$ cat config.mk
export PLATFORM = sky130hd
export DESIGN_NAME = alu_issue_stage
export DESIGN_NICKNAME = d
export VERILOG_FILES = /design/src/rtl/alu_issue_stage.sv
export SDC_FILE = /design/constraint.sdc
export NUM_CORES = 1
export LEC_CHECK = 0
export ABC_CLOCK_PERIOD_IN_PS = 5300
export CORE_ASPECT_RATIO = 0.6
export CORE_MARGIN = 2
export CORE_UTILIZATION = 60
export DETAILED_ROUTE_END_ITERATION = 8
export GPL_ROUTABILITY_DRIVEN = 0
export MAX_ROUTING_LAYER = met4
export PLACE_DENSITY_LB_ADDON = 0.2
export SKIP_LAST_GASP = 1
export SLEW_MARGIN = 20
export SYNTH_ARGS = -nofsm -noshare
export SYNTH_HDL_FRONTEND = slang
export SYNTH_SLANG_ARGS = --single-unit
$ cat constraint.sdc
create_clock -name clk -period 5.3 [get_ports clk]
set_clock_uncertainty 0.05 [all_clocks]
set_input_delay 1.06 -clock clk [delete_from_list [all_inputs] [get_ports clk]]
set_output_delay 1.06 -clock clk [all_outputs]
set_load 0.05 [all_outputs]
$ cat src/rtl/alu_issue_stage.sv
// Operand-fetch / issue stage feeding a combinational ALU.
// Holds the register file and the architectural flags, registers one
// instruction per cycle into the ALU inputs, and writes the ALU result back
// on the following edge. Forwarding from the in-flight instruction removes
// all read-after-write stalls.

package CPU_package;
  localparam int DATA_WIDTH = 8;

  typedef enum logic [2:0] {
    ALU_ADD = 3'd0,
    ALU_SUB = 3'd1,
    ALU_AND = 3'd2,
    ALU_OR  = 3'd3,
    ALU_XOR = 3'd4
  } enum_alu_opcode_t;

  // Carry is the last member so it lands on bit 0 of the packed struct.
  typedef struct packed {
    logic overflow;
    logic negative;
    logic zero;
    logic carry;
  } struct_alu_flag_t;
endpackage

module alu_issue_stage
  import CPU_package::*;
#(
  parameter int REG_COUNT  = 8,
  parameter int REG_ADDR_W = $clog2(REG_COUNT)
) (
  input  logic                  clk,
  input  logic                  rst_n,
  input  logic                  instr_valid,
  output logic                  instr_ready,
  input  enum_alu_opcode_t      instr_opcode,
  input  logic                  instr_mode,
  input  logic [REG_ADDR_W-1:0] instr_rs_a,
  input  logic [REG_ADDR_W-1:0] instr_rs_b,
  input  logic [REG_ADDR_W-1:0] instr_rd,
  input  logic                  instr_use_imm,
  input  logic [DATA_WIDTH-1:0] instr_imm,
  input  logic                  instr_use_carry,
  input  logic                  host_wr_en,
  input  logic [REG_ADDR_W-1:0] host_wr_addr,
  input  logic [DATA_WIDTH-1:0] host_wr_data,
  input  logic [REG_ADDR_W-1:0] dbg_addr,
  output logic [DATA_WIDTH-1:0] dbg_data,
  output logic [DATA_WIDTH-1:0] in_a,
  output logic [DATA_WIDTH-1:0] in_b,
  output logic                  input_carry,
  output enum_alu_opcode_t      alu_opcode,
  output logic                  mode,
  output logic                  issue_valid,
  input  logic [DATA_WIDTH-1:0] alu_out,
  input  struct_alu_flag_t      alu_out_flag,
  output struct_alu_flag_t      flag_q
);

  logic [DATA_WIDTH-1:0] rf [REG_COUNT];
  logic [REG_ADDR_W-1:0] wb_rd_reg;

  logic                  accept;
  logic                  fwd_a;
  logic                  fwd_b;
  logic [DATA_WIDTH-1:0] opnd_a_next;
  logic [DATA_WIDTH-1:0] opnd_b_next;
  logic                  carry_next;

  // Per-entry write selects; host write takes precedence over writeback.
  logic [REG_COUNT-1:0]  host_sel;
  logic [REG_COUNT-1:0]  wb_sel;

  // A host write steals the register-file write port, so it blocks issue.
  assign instr_ready = !host_wr_en;
  assign accept      = instr_valid && instr_ready;

  // Debug port sees only committed register state.
  assign dbg_data = rf[dbg_addr];

  // Operand selection: forward the in-flight result when it targets the source.
  always_comb begin
    fwd_a       = issue_valid && (instr_rs_a == wb_rd_reg);
    fwd_b       = issue_valid && (instr_rs_b == wb_rd_reg) && !instr_use_imm;
    opnd_a_next = fwd_a ? alu_out : rf[instr_rs_a];
    if (instr_use_imm) begin
      opnd_b_next = instr_imm;
    end else if (fwd_b) begin
      opnd_b_next = alu_out;
    end else begin
      opnd_b_next = rf[instr_rs_b];
    end
    // Carry also forwards from the in-flight instruction.
    carry_next = instr_use_carry && (issue_valid ? alu_out_flag[0] : flag_q[0]);
  end

  genvar gi;
  generate
    for (gi = 0; gi < REG_COUNT; gi++) begin : g_wr_sel
      assign host_sel[gi] = host_wr_en && (host_wr_addr == REG_ADDR_W'(gi));
      assign wb_sel[gi]   = issue_valid && (wb_rd_reg == REG_ADDR_W'(gi));
    end
  endgenerate

  // Issue register: loads on accept, otherwise holds fields and drops valid.
  always_ff @(posedge clk or negedge rst_n) begin
    if (!rst_n) begin
      in_a        <= '0;
      in_b        <= '0;
      input_carry <= 1'b0;
      alu_opcode  <= enum_alu_opcode_t'(0);
      mode        <= 1'b0;
      wb_rd_reg   <= '0;
      issue_valid <= 1'b0;
    end else begin
      issue_valid <= accept;
      if (accept) begin
        in_a        <= opnd_a_next;
        in_b        <= opnd_b_next;
        input_carry <= carry_next;
        alu_opcode  <= instr_opcode;
        mode        <= instr_mode;
        wb_rd_reg   <= instr_rd;
      end
    end
  end

  // Register file: host write wins over a same-index writeback.
  always_ff @(posedge clk or negedge rst_n) begin
    if (!rst_n) begin
      for (int i = 0; i < REG_COUNT; i++) begin
        rf[i] <= '0;
      end
    end else begin
      for (int i = 0; i < REG_COUNT; i++) begin
        if (host_sel[i]) begin
          rf[i] <= host_wr_data;
        end else if (wb_sel[i]) begin
          rf[i] <= alu_out;
        end
      end
    end
  end

  // Architectural flags follow every retired instruction.
  always_ff @(posedge clk or negedge rst_n) begin
    if (!rst_n) begin
      flag_q <= '0;
    end else if (issue_valid) begin
      flag_q <= alu_out_flag;
    end
  end

endmodule
==> impl_results.md <==
* Status: complete, no violations
* Yosys reg bits at between 90 and 100
* Clk Tree Root Cell: clkbuf_16
* # IOs at 88
* Internal power at between 1.5 and 2 mW
* Hold path endpoint: alu_opcode[1]$_DFFE_PN0P_
* Full die area at 11030 sq um
* Layout cell share with drive strength beyond 1 at 0.1409
* Mapped Cells at 523
* Most frequent cells after synthesis: dfrtp_1, mux2i_1, nand2_1
* Antenna viol nets, final at 0
* End of the worst register-to-register path: rf[39]$_DFFE_PN0P_
* Worst Path Arrival at 3.45 ns
* Area Growth Syn to Fin at 17.58%
* Critical-path cell list: clkdlybuf4s50_1 > buf_4 > mux4_1 > mux2_2 > clkdlybuf4s50_1
* Max VDD drop at approximately 0.21 mV
* Critical Path End Type: output pin
* Largest net degree at the start of global routing at 50
* GR peak layer: met2
* GR met3 Demand/Resource at 0.07998
* Met1 usage at 0.4758
* Clock power share at 0.251
* FF-to-FF Start: issue_valid$_DFF_PN0_
* Post-Syn Nets at between 500 and 600
* Die width at 134.2 microns
* Starting Density at 0.6180
* Max reg flops at between 60 and 70
* Residual DRC at 0
* GRT overflow at 0
* Core Box Area at slightly below 10000 sq um
* Leak at between 2 and 3 nW
* Distinct cells, synth at between 40 and 50
* Initial antenna violation count at 0
* Die Ht at around 82 microns
* Crit Path Max Fanout at 16
* Vias in the first global route at about 4.7k
* CP max stage cell: clkdlybuf4s50_1
* First-pass DRT Iterations at 5
* Fin crit share at 0.8602
* Synth Area per Inst at roughly 12 sq um
* Cell with the most instances after synthesis: dfrtp_1
* Num CTS Buffers at 9
* Switching part of the total at 0.3576
* Antenna diodes at 0
* Startpoint types: primary input
* Asr flop ratio synth at 1.000
* Comb pwr share at 0.353
* RSZ-0062 raised after global routing: false
* Total wire length at 17780 microns
* H-tree depth at 3
* Fin crit period at ~4.6 ns
* Latest clock arrival within the worst-skew pair at 0.35 ns
* DR vias/cell at about 7
* Worst path max stage delay at about 0.70 ns
* Setup TNS at 0 ns
* Hold Path Origin: alu_opcode[1]$_DFFE_PN0P_
* Hold Fails Final Rpt at 0
* Nets at 630
* Worst min path class: reg -> reg
* Fin cells at just over 700
* HPWL after DPL at between 10000 and 15000 microns
* Critical path class: in -> out
* Number of placed instances, taps included at about 700
* DR vias at 4919
* Max-slew violations at 0
* R2R setup slack at roughly 3.0 ns
* Met2 usage in global routing at 0.5398
* Ys flop type: dfrtp_1
* Overall Global Routing Usage at 0.3519
* Synthesized area at a little over 6000 sq um
* Final setup viols at 0
* Initial DRC Count at roughly 630
* Fmax at 219.3 MHz
* WHS at between 0.4 and 0.5 ns
* Pwr/cell area at 379.3 nW/um^2
* WL per Instance at between 20 and 25 microns
* Largest reg by FF count: rf
* Top post-synthesis cells by area: dfrtp_1, mux2i_1, mux4_2
* Top flop regs: rf (64), in_a (8), in_b (8)
* Setup bufs post-CTS at 0
* Cell taking the most area after synthesis: dfrtp_1
* Max cap viols at 0
* Critical Path RT at around 4.2 ns
* Post-synth EDFFs at 0
* Max clock buf depth at 2
* Slew Limit Headroom at 0.2363
* Synth warnings at 0
* Input/output buffers at 87
* Worst Tran Pin Value at ~1.1 ns
* Reg power frac at 0.397
* Post-synth top area share at 0.3811
* # rows at 28
* First-pass GRT wire length at roughly 27000 microns
* Fill cells at around 720
* CTS tree: yes
* Clk sinks at 93
* R2R cell count at 3
* Hold depth at 2
* CTS Hold Bufs at 0
* NetSw at ~0.97 mW
* Clk pin slew, worst setup/hold paths at ~0.06 ns
* Post-cts repair resize count at 0
* Post-synthesis sequential area ratio at 0.3811
* Crit path top cell by count: clkdlybuf4s50_1
==> logic make-up (layout without fill, tap and decap cells) <==
| family | count (synthesis) | after routing | share of synthesized area |
|---|---|---|---|
| flip-flops | 93 | 93 | 0.3811 |
| multiplexers | 136 | 136 | 0.3373 |
| AO/OA/AOI/OAI | 97 | 97 | 0.09385 |
| XOR/XNOR | 6 | 6 | 0.009838 |
| AND/OR/NAND/NOR | 132 | 132 | 0.1150 |
| buffers and inverters | 59 | 118 | 0.06291 |
==> metrics by stage <==
| stage | total power [mW] | area, sq um | worst slack, ns | util |
|---|---|---|---|---|
| floorplan | 1.713 | 6106 | 1.963 | - |
| global placement | 1.982 | 6860 | 0.8094 | 0.6944 |
| detailed placement | 2.029 | 6860 | 0.7682 | 0.6944 |
| CTS | 2.704 | 7173 | 0.7676 | 0.7261 |
| global route | 2.832 | 7179 | 0.7116 | 0.7267 |
| finish | 2.723 | 7179 | 0.7408 | 0.7267 |
==> power groups by stage <==
stage / sequential (mW) / combinational (mW) / clock, mW
detailed placement: 1.07 / 0.956 / 0
finish: 1.08 / 0.961 / 0.683
global route: 1.09 / 1.02 / 0.718
CTS: 1.06 / 0.960 / 0.682
floorplan: 1.13 / 0.582 / 0
global placement: 1.05 / 0.929 / 0
==> per-layer routing <==
layer  up-vias  share of wire
met2       356           0.46
li1       2068              -
met4         0          0.025
met1      2442           0.40
met5         -              0
met3        53           0.11
==> layout make-up <==
class | count | area, sq um | share of cell area
multi-input combinational | 371 | 3401 | 0.4737
sequential | 93 | 2327 | 0.3242
timing repair buffer | 99 | 958.4 | 0.1335
clock buffer | 13 | 270.3 | 0.03764
tap | 135 | 168.9 | 0.02353
clock inverter | 3 | 42.54 | 0.005925
inverter | 3 | 11.26 | 0.001568
==> how the worst max path moves through the flow <==
stage | endpoint | cells after the start | startpoint | slack, ns
finish | dbg_data[7] | 5 | dbg_addr[0] | 0.74
global route | dbg_data[7] | 5 | dbg_addr[0] | 0.71
CTS | dbg_data[7] | 5 | dbg_addr[0] | 0.77
detailed placement | dbg_data[7] | 5 | dbg_addr[0] | 0.77
global placement | dbg_data[1] | 5 | dbg_addr[0] | 0.81
floorplan | dbg_data[0] | 4 | dbg_addr[0] | 1.96
==> critical path, delay by kind of cell <==
family                 cells  cell delay, ns
buffers and inverters      3            1.46
muxes                      2            0.92
==> cell usage in the layout (no fill, tap or decap), types with 13 or more instances in the layout <==
| master | count |
|---|---|
| nor2_1 | 36 |
| dfrtp_1 | 93 |
| o21ai_0 | 24 |
| a21oi_1 | 40 |
| mux4_2 | 26 |
| clkdlybuf4s50_1 | 86 |
| buf_4 | 13 |
| mux2i_1 | 76 |
| nand2_1 | 57 |
| mux4_1 | 22 |
No activity file was read; power rests on OpenSTA's default activity.
==> patch 1: new RTL, same settings <==
`DATA_WIDTH`: 8 -> 12.
--- a/src/rtl/alu_issue_stage.sv
+++ b/src/rtl/alu_issue_stage.sv
@@ -5,7 +5,7 @@
 // all read-after-write stalls.
 
 package CPU_package;
-  localparam int DATA_WIDTH = 8;
+  localparam int DATA_WIDTH = 12;
 
   typedef enum logic [2:0] {
     ALU_ADD = 3'd0,
Interface: changed (6 resized); port bits go from 88 to 112. The function was not compared with the original's and may differ.
==> patch 1 against the unedited design <==
Critical endpoint is now dbg_data[3]. Sequential cell count up 40. Final cell count up 42%. Routed wire length up 42%. Total power up 55%. Largest cell class unchanged. Largest power group unchanged. Synthesized cell count up 43%. Synthesized area up 39%. Core utilization up 2.3 points. Sequential power up 44%. Setup slack better by 0.19 ns. Design area up 43%.
==> patch 1: results (changes against the unedited design) <==
Reg2Reg Capture Point=rf[54]$_DFFE_PN0P_; Seq/Total Area, Yosys=39.3% (+1.2 points); status=finished clean; drt wl/cell=24.8 um (about the same); vias in the first global route=6617 (+39%); filler cell count=907 (+26%); synth top area cells=dfrtp_1 (39%), mux2i_1 (14%), mux4_2 (14%); Synth cell types=30 (-38%); RR Startpoint=wb_rd_reg[1]$_DFFE_PN0P_; most instantiated cells after synthesis=dfrtp_1 (133), mux2i_1 (120), nand2_1 (86), a21oi_1 (60), mux4_2 (51); number of clock buffers inserted by TritonCTS=17 (+8); Worst-Skew Late Latency=0.42 ns (+0.07 ns); via count=6823 (+39%); first-pass GRT wire length=38.2 mm (+39%); gr usage total=35.8% (+0.65 points); CP max stage delay=1.03 ns (+0.33 ns); crit path DAT=3.26 ns (-0.19 ns); HPWL Detailed=16.6 mm (+41%); Cells after DPL=982 (+40%); critical path peak fanout=12 (-4); origin of the worst setup path=dbg_addr[2]; pre-CTS setup slack=0.929 ns (+0.161 ns); Max Freq=0.229 GHz (+4.4%); Syn Inst Count=747 (+43%); static leakage power=4.33 nW (+46%); Vias/cell=6.71 (-2.2%); Initial DRC Count=859 (+37%); largest registers=rf x96, in_a x12, in_b x12; H-tree depth=4 (+1); Final nets=877 (+39%); hold slack=0.428 ns (+0.00227 ns); Syn Nets=812 (+41%); worst rel slew slack=17.0% (-6.7 points); hold path endpoint=alu_opcode[2]$_DFFE_PN0P_; Critical Path End=dbg_data[3]; placed cell area=9620 sq um (+40%)
[patch 1: changes by cell type after synthesis, moves of 20 or more]
cell      delta
mux2i_1     +44
mux4_2      +25
a21oi_1     +20
clkbuf_1    +34
dfrtp_1     +40
nand2_1     +29
[patch 1: cell families (layout without fill, tap and decap cells)]
logic type	Yosys count	count (layout)	share of synthesized area (%)
flip-flops	133	133	39.3
AND/OR/NAND/NOR	170	170	9.18
AO/OA/AOI/OAI	132	132	8.33
multiplexers	220	220	38.0
XOR/XNOR	6	6	0.621
buffers and inverters	86	164	4.58
[patch 1: where the power goes]
part | switching [W] | leakage, nW | total, W | internal (W)
logic | 0.000765 | 2.48 | 0.00145 | 0.000686
registers | 0.000282 | 1.56 | 0.00155 | 0.00127
clock network | 0.000473 | 0.297 | 0.00123 | 0.000757
[patch 1: routing by layer]
metal  global-route usage (%)  vias up  wire length [um]  share of wire, %
li1                         -     2902                 -                 -
met1                     48.6     3396             10700                42
met2                     50.1      488             10900                43
met3                     13.7       37              3290                13
met4                     11.7        0               358               1.4
met5                        -        -                 0                 0
[patch 1: worst register-to-register path, delay by kind of cell (launching register included)]
kind / cells / cell delay, ns
simple gates: 1 / 1.06
compound gates: 1 / 0.12
flops: 1 / 0.70
mux: 1 / 0.51
[patch 1: layout make-up]
| type | count | area, sq um | share of cell area (%) |
|---|---|---|---|
| Multi-Input combinational cell | 528 | 4810 | 46.9 |
| Tap cell | 192 | 240 | 2.34 |
| Timing Repair Buffer | 130 | 1260 | 12.3 |
| Clock buffer | 18 | 439 | 4.28 |
| Sequential cell | 133 | 3330 | 32.4 |
| Clock inverter | 14 | 176 | 1.72 |
| Inverter | 2 | 7.51 | 0.0731 |
==> patch 2: new RTL, config.mk and constraints unchanged <==
Without the edit above. Reset style: synchronous (`rst_n`), changed in 3 clocked blocks.
--- a/src/rtl/alu_issue_stage.sv
+++ b/src/rtl/alu_issue_stage.sv
@@ -104,7 +104,7 @@
   endgenerate
 
   // Issue register: loads on accept, otherwise holds fields and drops valid.
-  always_ff @(posedge clk or negedge rst_n) begin
+  always_ff @(posedge clk) begin
     if (!rst_n) begin
       in_a        <= '0;
       in_b        <= '0;
@@ -127,7 +127,7 @@
   end
 
   // Register file: host write wins over a same-index writeback.
-  always_ff @(posedge clk or negedge rst_n) begin
+  always_ff @(posedge clk) begin
     if (!rst_n) begin
       for (int i = 0; i < REG_COUNT; i++) begin
         rf[i] <= '0;
@@ -144,7 +144,7 @@
   end
 
   // Architectural flags follow every retired instruction.
-  always_ff @(posedge clk or negedge rst_n) begin
+  always_ff @(posedge clk) begin
     if (!rst_n) begin
       flag_q <= '0;
     end else if (issue_valid) begin
Formal check against the unedited RTL: differs if rst_n is asserted again (counterexample within 4 cycles, from zero or initial values and one cycle with rst_n low); with rst_n held inactive, the same outputs for 4 cycles.
==> patch 2 against the unedited design <==
Sequential share of layout area grew 3.7 points. Critical path depth is the same. Synthesized area decreased by 5.2%. Via count shrank 3.8%. Count of clock-buffer cells in the layout down 1. Design area shrank 3.4%. Setup slack lost 0.080 ns. Routed wire length is 0.21% lower. Sequential cell count unchanged. Core utilization increased by 2.2 points. Critical path type unchanged. Largest cell class unchanged.
Power is not compared: it rests on default switching activity, and its combinational part moved more than twofold at a synthesized area within 25%.
==> patch 2: results (changes against the unedited design) <==
non-clk buf share=14.0% (+0.62 points); fraction of layout cells with a size suffix above 1=14.7% (+0.58 points); maximum clock path buffer count=2 (unchanged); Seq/Total Area, Yosys=43.3% (+5.1 points); worst rel slew slack=20.0% (-3.6 points); Signal inverters=11 (+8); number of synthesized flops with an enable pin=64 (+64); CP max stage delay=0.81 ns (+0.11 ns); Final nets=573 (-9.0%); multi-input combinational area share=42.9% (-4.5 points); fin crit period=4.64 ns (+0.0804 ns); crit path DAT=3.53 ns (+0.08 ns); critical path peak fanout=9 (-7); drt wl/cell=27.1 um (+9.2%); Multi-input comb cells=305 (-18%); Top FF cell, synth=edfxtp_1; vias in the first global route=4538 (-4.3%); Vias/cell=7.23 (+5.3%); Cells after DPL=638 (-9.0%); HPWL Detailed=11.5 mm (-1.9%); origin of the worst setup path=dbg_addr[1]; sequential share of cell area=36.1% (+3.7 points); Mean Syn Cell Area=12.5 sq um (+7.3%); 1st-pass router iterations=7 (+2); Post-synth ARST share=0% (-100 points); most instantiated cells after synthesis=edfxtp_1 (64), a22o_1 (56), mux2i_1 (37), nand2_1 (32), mux4_2 (30); RR Startpoint=issue_valid$_SDFF_PN0_; filler cell count=600 (-16%); hold path endpoint=mode$_SDFFE_PN0P_; Sequential Area=2500 sq um (+7.5%); CLK BUF=12 (-1); pre-CTS setup slack=0.713 ns (-0.0555 ns); flop2flop setup slack=2.65 ns (-0.33 ns); synth top area cells=edfxtp_1 (33%), mux4_2 (12%), dfxtp_1 (10%); Non-clock buffers=100 (+1.0%); status=finished clean; largest net degree at the start of global routing=26 (-48%); Synth cell types=39 (-19%); first-pass GRT wire length=26.0 mm (-5.4%); Syn Nets=515 (-11%)
==> patch 2: changes by cell type after synthesis, moves of 10 or more <==
cell      unedited run  this run
mux2i_1             76        37
dfrtp_1             93         0
nand2_1             57        32
a22o_1               0        56
o21ai_0             24         0
a21oi_1             40        23
nor2b_1              2        12
mux4_1              22        12
o21ai_1             12         0
edfxtp_1             0        64
nor2_1              36        14
dfxtp_1              0        29
==> patch 2: logic make-up (layout without fill, tap and decap cells) <==
family	after synthesis	count (layout)	share of synthesized area, %
xor gates and xnor gates	6	6	0.908
AOI/OAI and AO/OA	108	108	14.8
buffers and inverters	64	127	5.56
DFF	93	93	43.3
muxes	95	95	26.6
and+or+nand+nor	96	96	8.85
==> patch 2: per-layer routing <==
layer / global-route usage, % / vias up / wire length (um)
met5: - / - / 0
met4: 12.3 / 0 / 589
met3: 14.4 / 72 / 2730
met2: 54.2 / 393 / 8140
met1: 45.1 / 2306 / 6290
li1: - / 1962 / -
